===== config.mk =====
export PLATFORM = sky130hd
export DESIGN_NAME = uart_rx_frame_check
export DESIGN_NICKNAME = d
export VERILOG_FILES = /design/src/rtl/uart_rx_frame_check.sv
export SDC_FILE = /design/constraint.sdc
export NUM_CORES = 1
export LEC_CHECK = 0
export ABC_AREA = 1
export BUFFER_PORTS_ARGS = -buffer_cell sky130_fd_sc_hd__buf_2
export CAP_MARGIN = 10
export CORE_MARGIN = 2
export CORE_UTILIZATION = 41
export DETAILED_ROUTE_END_ITERATION = 12
export GPL_TIMING_DRIVEN = 1
export MAX_ROUTING_LAYER = met4
export PLACE_DENSITY = 0.69
export SETUP_SLACK_MARGIN = 0.1
export SLEW_MARGIN = 20
export SYNTH_ARGS = -nofsm -noshare
export SYNTH_HDL_FRONTEND = slang
export SYNTH_SLANG_ARGS = --single-unit
export TNS_END_PERCENT = 100

===== constraint.sdc =====
create_clock -name CLK -period 1.3 [get_ports CLK]
set_input_delay 0.065 -clock CLK [delete_from_list [all_inputs] [get_ports CLK]]
set_output_delay 0.065 -clock CLK [all_outputs]
set_load 0.1 [all_outputs]

===== src/rtl/uart_rx_frame_check.sv =====
// UART receive frame checker and deserialiser.
// Consumes one majority-voted bit per bit_valid strobe, tracks frame position,
// checks start/parity/stop bits and publishes only error-free words on p_data.
// Optional build macro: UART_BREAK_DETECT_EN adds brk_det, which reports an
// all-zero frame with a low stop bit as a line break instead of a stop error.
module uart_rx_frame_check #(
  parameter int unsigned DATA_WIDTH = 8,
  parameter int unsigned STOP_BITS  = 1
) (
  input  logic                  CLK,
  input  logic                  RST,
  input  logic                  frame_start,
  input  logic                  bit_valid,
  input  logic                  sampled_bit,
  input  logic                  par_en,
  input  logic                  par_typ,
  output logic                  strt_glitch,
  output logic                  par_err,
  output logic                  stp_err,
`ifdef UART_BREAK_DETECT_EN
  output logic                  brk_det,
`endif
  output logic [DATA_WIDTH-1:0] p_data,
  output logic                  data_valid,
  output logic                  busy
);

  localparam int unsigned CNT_W = 4;

  typedef enum logic [2:0] {
    S_IDLE   = 3'd0,
    S_START  = 3'd1,
    S_DATA   = 3'd2,
    S_PARITY = 3'd3,
    S_STOP   = 3'd4
  } state_t;

  state_t                r_state;
  state_t                w_state_nxt;
  logic [DATA_WIDTH-1:0] r_shift;
  logic [CNT_W-1:0]      r_cnt;
  logic                  r_par_en_l;
  logic                  r_par_typ_l;
  logic                  r_frame_err;
`ifdef UART_BREAK_DETECT_EN
  logic                  r_par_bit;
  logic                  r_brk_det;
  logic                  w_brk_det;
`endif

  logic                  r_strt_glitch;
  logic                  r_par_err;
  logic                  r_stp_err;
  logic [DATA_WIDTH-1:0] r_p_data;
  logic                  r_data_valid;
  logic                  r_busy;

  logic                  w_last_data;
  logic                  w_last_stop;
  logic                  w_strt_glitch;
  logic                  w_par_err;
  logic                  w_stop_low;
  logic                  w_stp_err;
  logic                  w_load;

  assign w_last_data = (r_cnt == CNT_W'(DATA_WIDTH - 1));
  assign w_last_stop = (r_cnt == CNT_W'(STOP_BITS - 1));

  // State register
  always_ff @(posedge CLK or negedge RST) begin
    if (!RST) r_state <= S_IDLE;
    else      r_state <= w_state_nxt;
  end

  // Next-state logic; frame_start is only honoured from IDLE
  always_comb begin
    w_state_nxt = r_state;
    case (r_state)
      S_IDLE:   if (frame_start) w_state_nxt = S_START;
      S_START:  if (bit_valid) w_state_nxt = sampled_bit ? S_IDLE : S_DATA;
      S_DATA:   if (bit_valid && w_last_data) w_state_nxt = r_par_en_l ? S_PARITY : S_STOP;
      S_PARITY: if (bit_valid) w_state_nxt = S_STOP;
      S_STOP:   if (bit_valid && (!sampled_bit || w_last_stop)) w_state_nxt = S_IDLE;
      default:  w_state_nxt = S_IDLE;
    endcase
  end

  // Output decode: next values of the registered pulses and the p_data load
  always_comb begin
    w_strt_glitch = (r_state == S_START) && bit_valid && sampled_bit;
    w_par_err     = (r_state == S_PARITY) && bit_valid &&
                    (sampled_bit != ((^r_shift) ^ r_par_typ_l));
    w_stop_low    = (r_state == S_STOP) && bit_valid && !sampled_bit;
    w_load        = (r_state == S_STOP) && bit_valid && sampled_bit &&
                    w_last_stop && !r_frame_err;
`ifdef UART_BREAK_DETECT_EN
    w_brk_det     = w_stop_low && (r_shift == '0) && !r_par_bit;
    w_stp_err     = w_stop_low && !w_brk_det;
`else
    w_stp_err     = w_stop_low;
`endif
  end

  // Frame datapath: config capture, bit counter, shift register, error flag
  always_ff @(posedge CLK or negedge RST) begin
    if (!RST) begin
      r_shift     <= '0;
      r_cnt       <= '0;
      r_par_en_l  <= 1'b0;
      r_par_typ_l <= 1'b0;
      r_frame_err <= 1'b0;
`ifdef UART_BREAK_DETECT_EN
      r_par_bit   <= 1'b0;
`endif
    end else begin
      case (r_state)
        S_IDLE: if (frame_start) begin
          r_par_en_l  <= par_en;
          r_par_typ_l <= par_typ;
          r_cnt       <= '0;
          r_frame_err <= 1'b0;
`ifdef UART_BREAK_DETECT_EN
          r_par_bit   <= 1'b0;
`endif
        end
        S_DATA: if (bit_valid) begin
          r_shift <= {sampled_bit, r_shift[DATA_WIDTH-1:1]};
          r_cnt   <= w_last_data ? '0 : r_cnt + CNT_W'(1);
        end
        S_PARITY: if (bit_valid) begin
          if (w_par_err) r_frame_err <= 1'b1;
`ifdef UART_BREAK_DETECT_EN
          r_par_bit <= sampled_bit;
`endif
        end
        S_STOP: if (bit_valid && sampled_bit) r_cnt <= r_cnt + CNT_W'(1);
        default: ;
      endcase
    end
  end

  // Registered outputs
  always_ff @(posedge CLK or negedge RST) begin
    if (!RST) begin
      r_strt_glitch <= 1'b0;
      r_par_err     <= 1'b0;
      r_stp_err     <= 1'b0;
      r_p_data      <= '0;
      r_data_valid  <= 1'b0;
      r_busy        <= 1'b0;
`ifdef UART_BREAK_DETECT_EN
      r_brk_det     <= 1'b0;
`endif
    end else begin
      r_strt_glitch <= w_strt_glitch;
      r_par_err     <= w_par_err;
      r_stp_err     <= w_stp_err;
      r_data_valid  <= w_load;
      r_busy        <= (w_state_nxt != S_IDLE);
      if (w_load) r_p_data <= r_shift;
`ifdef UART_BREAK_DETECT_EN
      r_brk_det     <= w_brk_det;
`endif
    end
  end

  assign strt_glitch = r_strt_glitch;
  assign par_err     = r_par_err;
  assign stp_err     = r_stp_err;
  assign p_data      = r_p_data;
  assign data_valid  = r_data_valid;
  assign busy        = r_busy;
`ifdef UART_BREAK_DETECT_EN
  assign brk_det     = r_brk_det;
`endif

endmodule

# Word-level counts from Yosys, hierarchy flattened
# Cells that the tools add are included.
[word_totals] output_inout_bits=13 reg_bits=31
[op_classes] bitwise=1 n_addsub=1 mux=17 n_reduce_logical=25 n_eq_ne=11
[ops] op="3-bit 2-to-1 mux" count=6
[ops] op="4-bit 2-to-1 mux" count=4
[ops] op="3-bit one-hot mux with 5 select lines" count=1
[ops] op="1-bit logical AND" count=12
[ops] op="4-bit one-hot mux with 3 select lines" count=1
[ops] op="2-bit inequality test (second input constant)" count=4
[ops] op="4-bit AND reduction" count=2
[ops] op="8-bit XOR reduction" count=1
[ops] op="3-bit by 2-bit == test with 1-bit output (second input constant)" count=2
[ops] op="3-bit nonzero test" count=2
[ops] op="4-bit by 1-bit adder with 4-bit output (second input constant)" count=1
[ops] op="4-bit by 3-bit == test with 1-bit output (second input constant)" count=1
[ops] op="4-bit zero test" count=1
[ops] op="2-bit AND reduction" count=2
[ops] op="3-bit by 1-bit == test with 1-bit output (second input constant)" count=1
[ops] op="3-bit == test (second input constant)" count=1
[ops] op="3-bit zero test" count=1
[ops] op="1-bit 2-to-1 mux" count=3
[ops] op="1-bit zero test" count=2
[ops] op="2-bit 2-to-1 mux" count=1
[ops] op="2-bit by 1-bit inequality test with 1-bit output (second input constant)" count=1
[ops] op="1-bit one-hot mux with 2 select lines" count=1
[ops] op="2-bit nonzero test" count=1
[ops] op="1-bit logical OR" count=1
[ops] op="other kinds (2)" count=2

# Depth between registers and ports, before layout
[logic_depth] ltp_word=7 depth_mapped=13 ltp_nobuf=13

# Worst setup path after synthesis
# OpenSTA, ideal clock, no wires.
[synth_timing] kind="register to register" from="register r_cnt[0]" to="register r_p_data[5], in the netlist p_data[5]" stages_incl_launch_ff=9 t_required_ns=1.179 arrival_time_ns=1.344 path_slack_ns=-0.166 n_path_buf=1 period_less_slack_ns=1.466 cell_sequence="dfrtp_1 inv_1 ha_1 nand3_1 nor4_4 inv_2 buf_6 nand2_2 o21ai_2"
[synth_between] elab_chain_cells=3
[synth_rtl] item="start: declaration" line_no="41" text="logic [CNT_W-1:0] r_cnt;"
[synth_rtl] item="start signal: assignment" line_no="128" text="r_cnt <= w_last_data ? '0 : r_cnt + CNT_W'(1);"
[synth_rtl] item="start signal: assignment" line_no="136" text="S_STOP: if (bit_valid && sampled_bit) r_cnt <= r_cnt + CNT_W'(1);"
[synth_rtl] item="4-bit zero test" line_no="67" text="assign w_last_stop = (r_cnt == CNT_W'(STOP_BITS - 1));"
[synth_rtl] item="1-bit logical AND" line_no="94" text="w_load = (r_state == S_STOP) && bit_valid && sampled_bit &&"
[synth_rtl] item="1-bit logical AND" line_no="95" text="w_last_stop && !r_frame_err;"
[synth_rtl] item="via w_load" line_no="64" text="logic w_load;"
[synth_rtl] item="end signal: assignment" line_no="160" text="if (w_load) r_p_data <= r_shift;"
[synth_rtl] item="end: declaration" line_no="54" text="logic [DATA_WIDTH-1:0] r_p_data;"
# The timed path passes the listed nets, and every way through them passes these cells.
# A chain may end at the register's enable or synchronous reset.

# Final worst setup path
[layout_timing] from="register r_state[1]" to="register r_cnt[0]"
[layout_between] elab_chain_cells=3 word_cells_on_any_way=9
[layout_rtl] item="start: declaration" line_no="38" text="state_t r_state;"
[layout_rtl] item="start signal: assignment" line_no="72" text="else r_state <= w_state_nxt;"
[layout_rtl] item="3-bit == test, or another cell as far along" line_no="116" text="case (r_state)"
[layout_rtl] item="2-bit by 1-bit inequality test with 1-bit output (no source line), or another cell as far along"
[layout_rtl] item="4-bit AND reduction (no source line)"
# Several ways; a longest one is shown, not always the timed one.

==> flow_summary_export.csv <==
group,metric,value,unit
sta,final-hold-violation-count,0,
power_and_ir_drop,total_power,6.02,mW
sta,tightest_slew,0.489,ns
critical_path,critPathMaxStageDelay,0.42,ns
cts,cts_sinks,31,
cts,clk_pin_slew,0.06,ns
placed_design,dp_hpwl,2.23,mm
critical_path,rr_endpoint,"r_cnt[0]",
yosys,syn_inst,193,
route,initialDrtViolationCount,99,
cells_and_area,fillers,267,
critical_path,r2r_slack,-0.24,ns
global_routing,antenna_found_initial,0,
yosys,ys_warn_count,0,
sta,max_freq,0.648,GHz
route,wire_per_inst,13.2,µm
critical_path,r2r-start,"r_state[1]",
critical_path,r2r_cells,9,
critical_path,crit_path_end_kind,"register",
critical_path,endpoint,"r_cnt[0]",
sta,setup_ws,-0.244,ns
floorplan,dieArea,0.00433,mm²
power_and_ir_drop,p_per_area,2480,mW/mm²
route,routed_wl,4.11,mm
worst_hold_path,holdCritStartpoint,"par_typ",
floorplan,rows,22,
yosys,ys_seq_elements,31,
cts,clk_latency,0.29,ns
placed_design,gp_congestion,0.888,
global_routing,grt_max_degree,32,
critical_path,crit_buf_inv,4,
run_status,outcome,"finished with violations",
sta,maxSlewHeadroom,67.6,%
critical_path,path_cells,"nor2_4 > nand2_2 > buf_4 > buf_4 > buf_4 > o21ai_4 > buf_6 > nand3_2 > o21ai_2",
cells_and_area,utilization,66.3,%
job,drv_cap,0,
global_routing,grt_pass1_vias,1445,
route,via_per_inst,4.89,
global_routing,overflow,0,
placed_design,dpl.cell_count,283,
sta,post-route-period-util,119,%
floorplan,die-width,65.8,µm
worst_hold_path,hold_path_depth,2,
placed_design,port_buffers,19,
yosys,synth_area_per_cell,8.11,µm²
power_and_ir_drop,vdd_drop_max,1.52,mV
critical_path,cp-startpoint,"r_state[1]",
floorplan,ios,20,
sta,setup_viol,24,
cells_and_area,final_layout_size_suffix_gt1_share,55.1,%
cts,clk_path_buf_depth,2,
yosys,synth_seq_area_share,49.6,%
floorplan,core,0.00366,mm²
sta,maxSlewViolCount,0,
cts,clockRootBuffer,"clkbuf_8",
critical_path,slowest_stage,"dfrtp_1",
route,dr.pass1.iters,4,
critical_path,path_max_fanout,3,
power_and_ir_drop,p_leak,1.23,nW
placed_design,placed_area,0.00190,mm²
run_status,violations,"setup timing",
cells_and_area,n_antenna_cell,0,
placed_design,dp_worst_setup_slack,-0.195,ns
route,drc,0,
yosys,synth_nets,202,
sta,skew,0.00824,ns
cells_and_area,fin_nets,271,
cts,cts_tree,"built",
route,vias,1522,
yosys,yosysUniqueCellTypes,25,
critical_path,critical_path.top_delay_family,"buffers and inverters",
cells_and_area,area_growth,55.1,%
floorplan,die_y,65.8,µm
floorplan,floorplan.initialDensity,42.8,%
critical_path,cp.required,1.50,ns
sta,rsz0062_at_grt,"true",
global_routing,groute.usage.overall,21.1,%
sta,period_needed,1.54,ns
critical_path,cp.depth,9,
cells_and_area,design_area,0.00243,mm²
worst_hold_path,hp-class,"input pin to register",
critical_path,cp_common_cell,"buf_4",
cts,cts_buffers,5,
critical_path,cp-start-kind,"register",
yosys,synth_area,0.00157,mm²
critical_path,crit_type,"register to register",
critical_path,crit_arrival,1.75,ns
global_routing,grt_pass1_wl,6.52,mm
cells_and_area,final_cells,311,
cts,htree_levels,2,
route,drtAntennaViolNets,0,
## synthesized netlist by cell type (all sizes together)
master / number / share of area, %
a21oi: 4 / 1.3
inv: 29 / 7.0
nand3: 9 / 2.9
o2111ai: 1 / 0.56
xnor2: 1 / 0.56
nor3: 7 / 2.6
nand2: 68 / 17
o21ai: 23 / 9.0
a311oi: 1 / 0.56
dfrtp: 31 / 50
ha: 2 / 1.6
buf: 2 / 1.0
mux2: 1 / 0.72
nor2: 11 / 3.6
nand4: 1 / 0.40
nor4: 2 / 1.8
## worst min path at each step
stage                             end
after floorplan                  busy
after global placement       r_cnt[2]
after detailed placement     r_cnt[2]
after CTS                 r_par_typ_l
after global routing      r_par_typ_l
final                     r_par_typ_l
## layer usage
layer | up-vias | share of wire [%] | global-route usage [%]
met5 | - | 0 | -
met4 | 0 | 3.3 | 8.07
met3 | 13 | 4.4 | 6.13
met2 | 35 | 51 | 33.6
met1 | 713 | 42 | 25.4
li1 | 761 | - | -
## repair_timing
item / 4_1_cts / 5_1_grt
gates resized for setup: 45 / 28
hold buffers: 2 / 0
endpoints found under the setup margin: 28 / 29
gates cloned: 1 / 0
endpoints found under the hold margin: 32 / 0
pin swaps: 16 / 20
buffers inserted: 13 / 5
## through the flow
stage                     setup TNS [ns]  hold WS [ns]
after floorplan                   -0.711        -0.231
after global routing               -4.95        0.0149
final                              -2.15        0.0128
after global placement             -1.70         0.108
after CTS                          -1.51       0.00372
after detailed placement           -2.23         0.108
## layout make-up
class / count / area, µm² / share of cell area (%)
clock buffer: 6 / 82.6 / 3.40
timing repair buffer: 63 / 449 / 18.5
tap: 48 / 60.1 / 2.47
sequential: 31 / 777 / 32.0
clock inverter: 2 / 35.0 / 1.44
inverter: 29 / 123 / 5.05
multi-input combinational: 131 / 895 / 36.9
timing repair inverter: 1 / 6.26 / 0.258
## where the power goes
part	switching (mW)	internal [mW]	leakage, nW	total (mW)
sequential	0.247	1.25	0.411	1.49
combinational	2.21	1.32	0.755	3.54
clock	0.373	0.620	0.0612	0.993
total	2.84	3.19	1.23	6.02
## registers in the layout, summed over array words and instances, names as in the netlist
name,cells
p_data,8
busy,1
r_state,3
par_err,1
r_frame_err,1
r_cnt,4
stp_err,1
r_par_typ_l,1
strt_glitch,1
data_valid,1
r_par_en_l,1
r_shift,8
## placed cells by master (no fill, tap or decap), drive strengths merged, types with 4 or more instances in the layout
master,Yosys,layout
nand3,9,9
buf,2,61
nor2,11,11
nor3,7,7
dfrtp,31,31
a21oi,4,4
inv,29,29
o21ai,23,23
clkbuf,0,6
nand2,68,68
## kinds of logic after synthesis
kind of cell / count (synthesis) / share of synthesized area (%)
XOR/XNOR: 1 / 0.560
flip-flops: 31 / 49.6
AO/OA/AOI/OAI: 29 / 11.4
adder cells (fa/ha/maj): 2 / 1.60
multiplexers: 1 / 0.719
buffers and inverters: 31 / 7.99
AND/OR/NAND/NOR: 98 / 28.1
(Power assumes the default switching activity.)
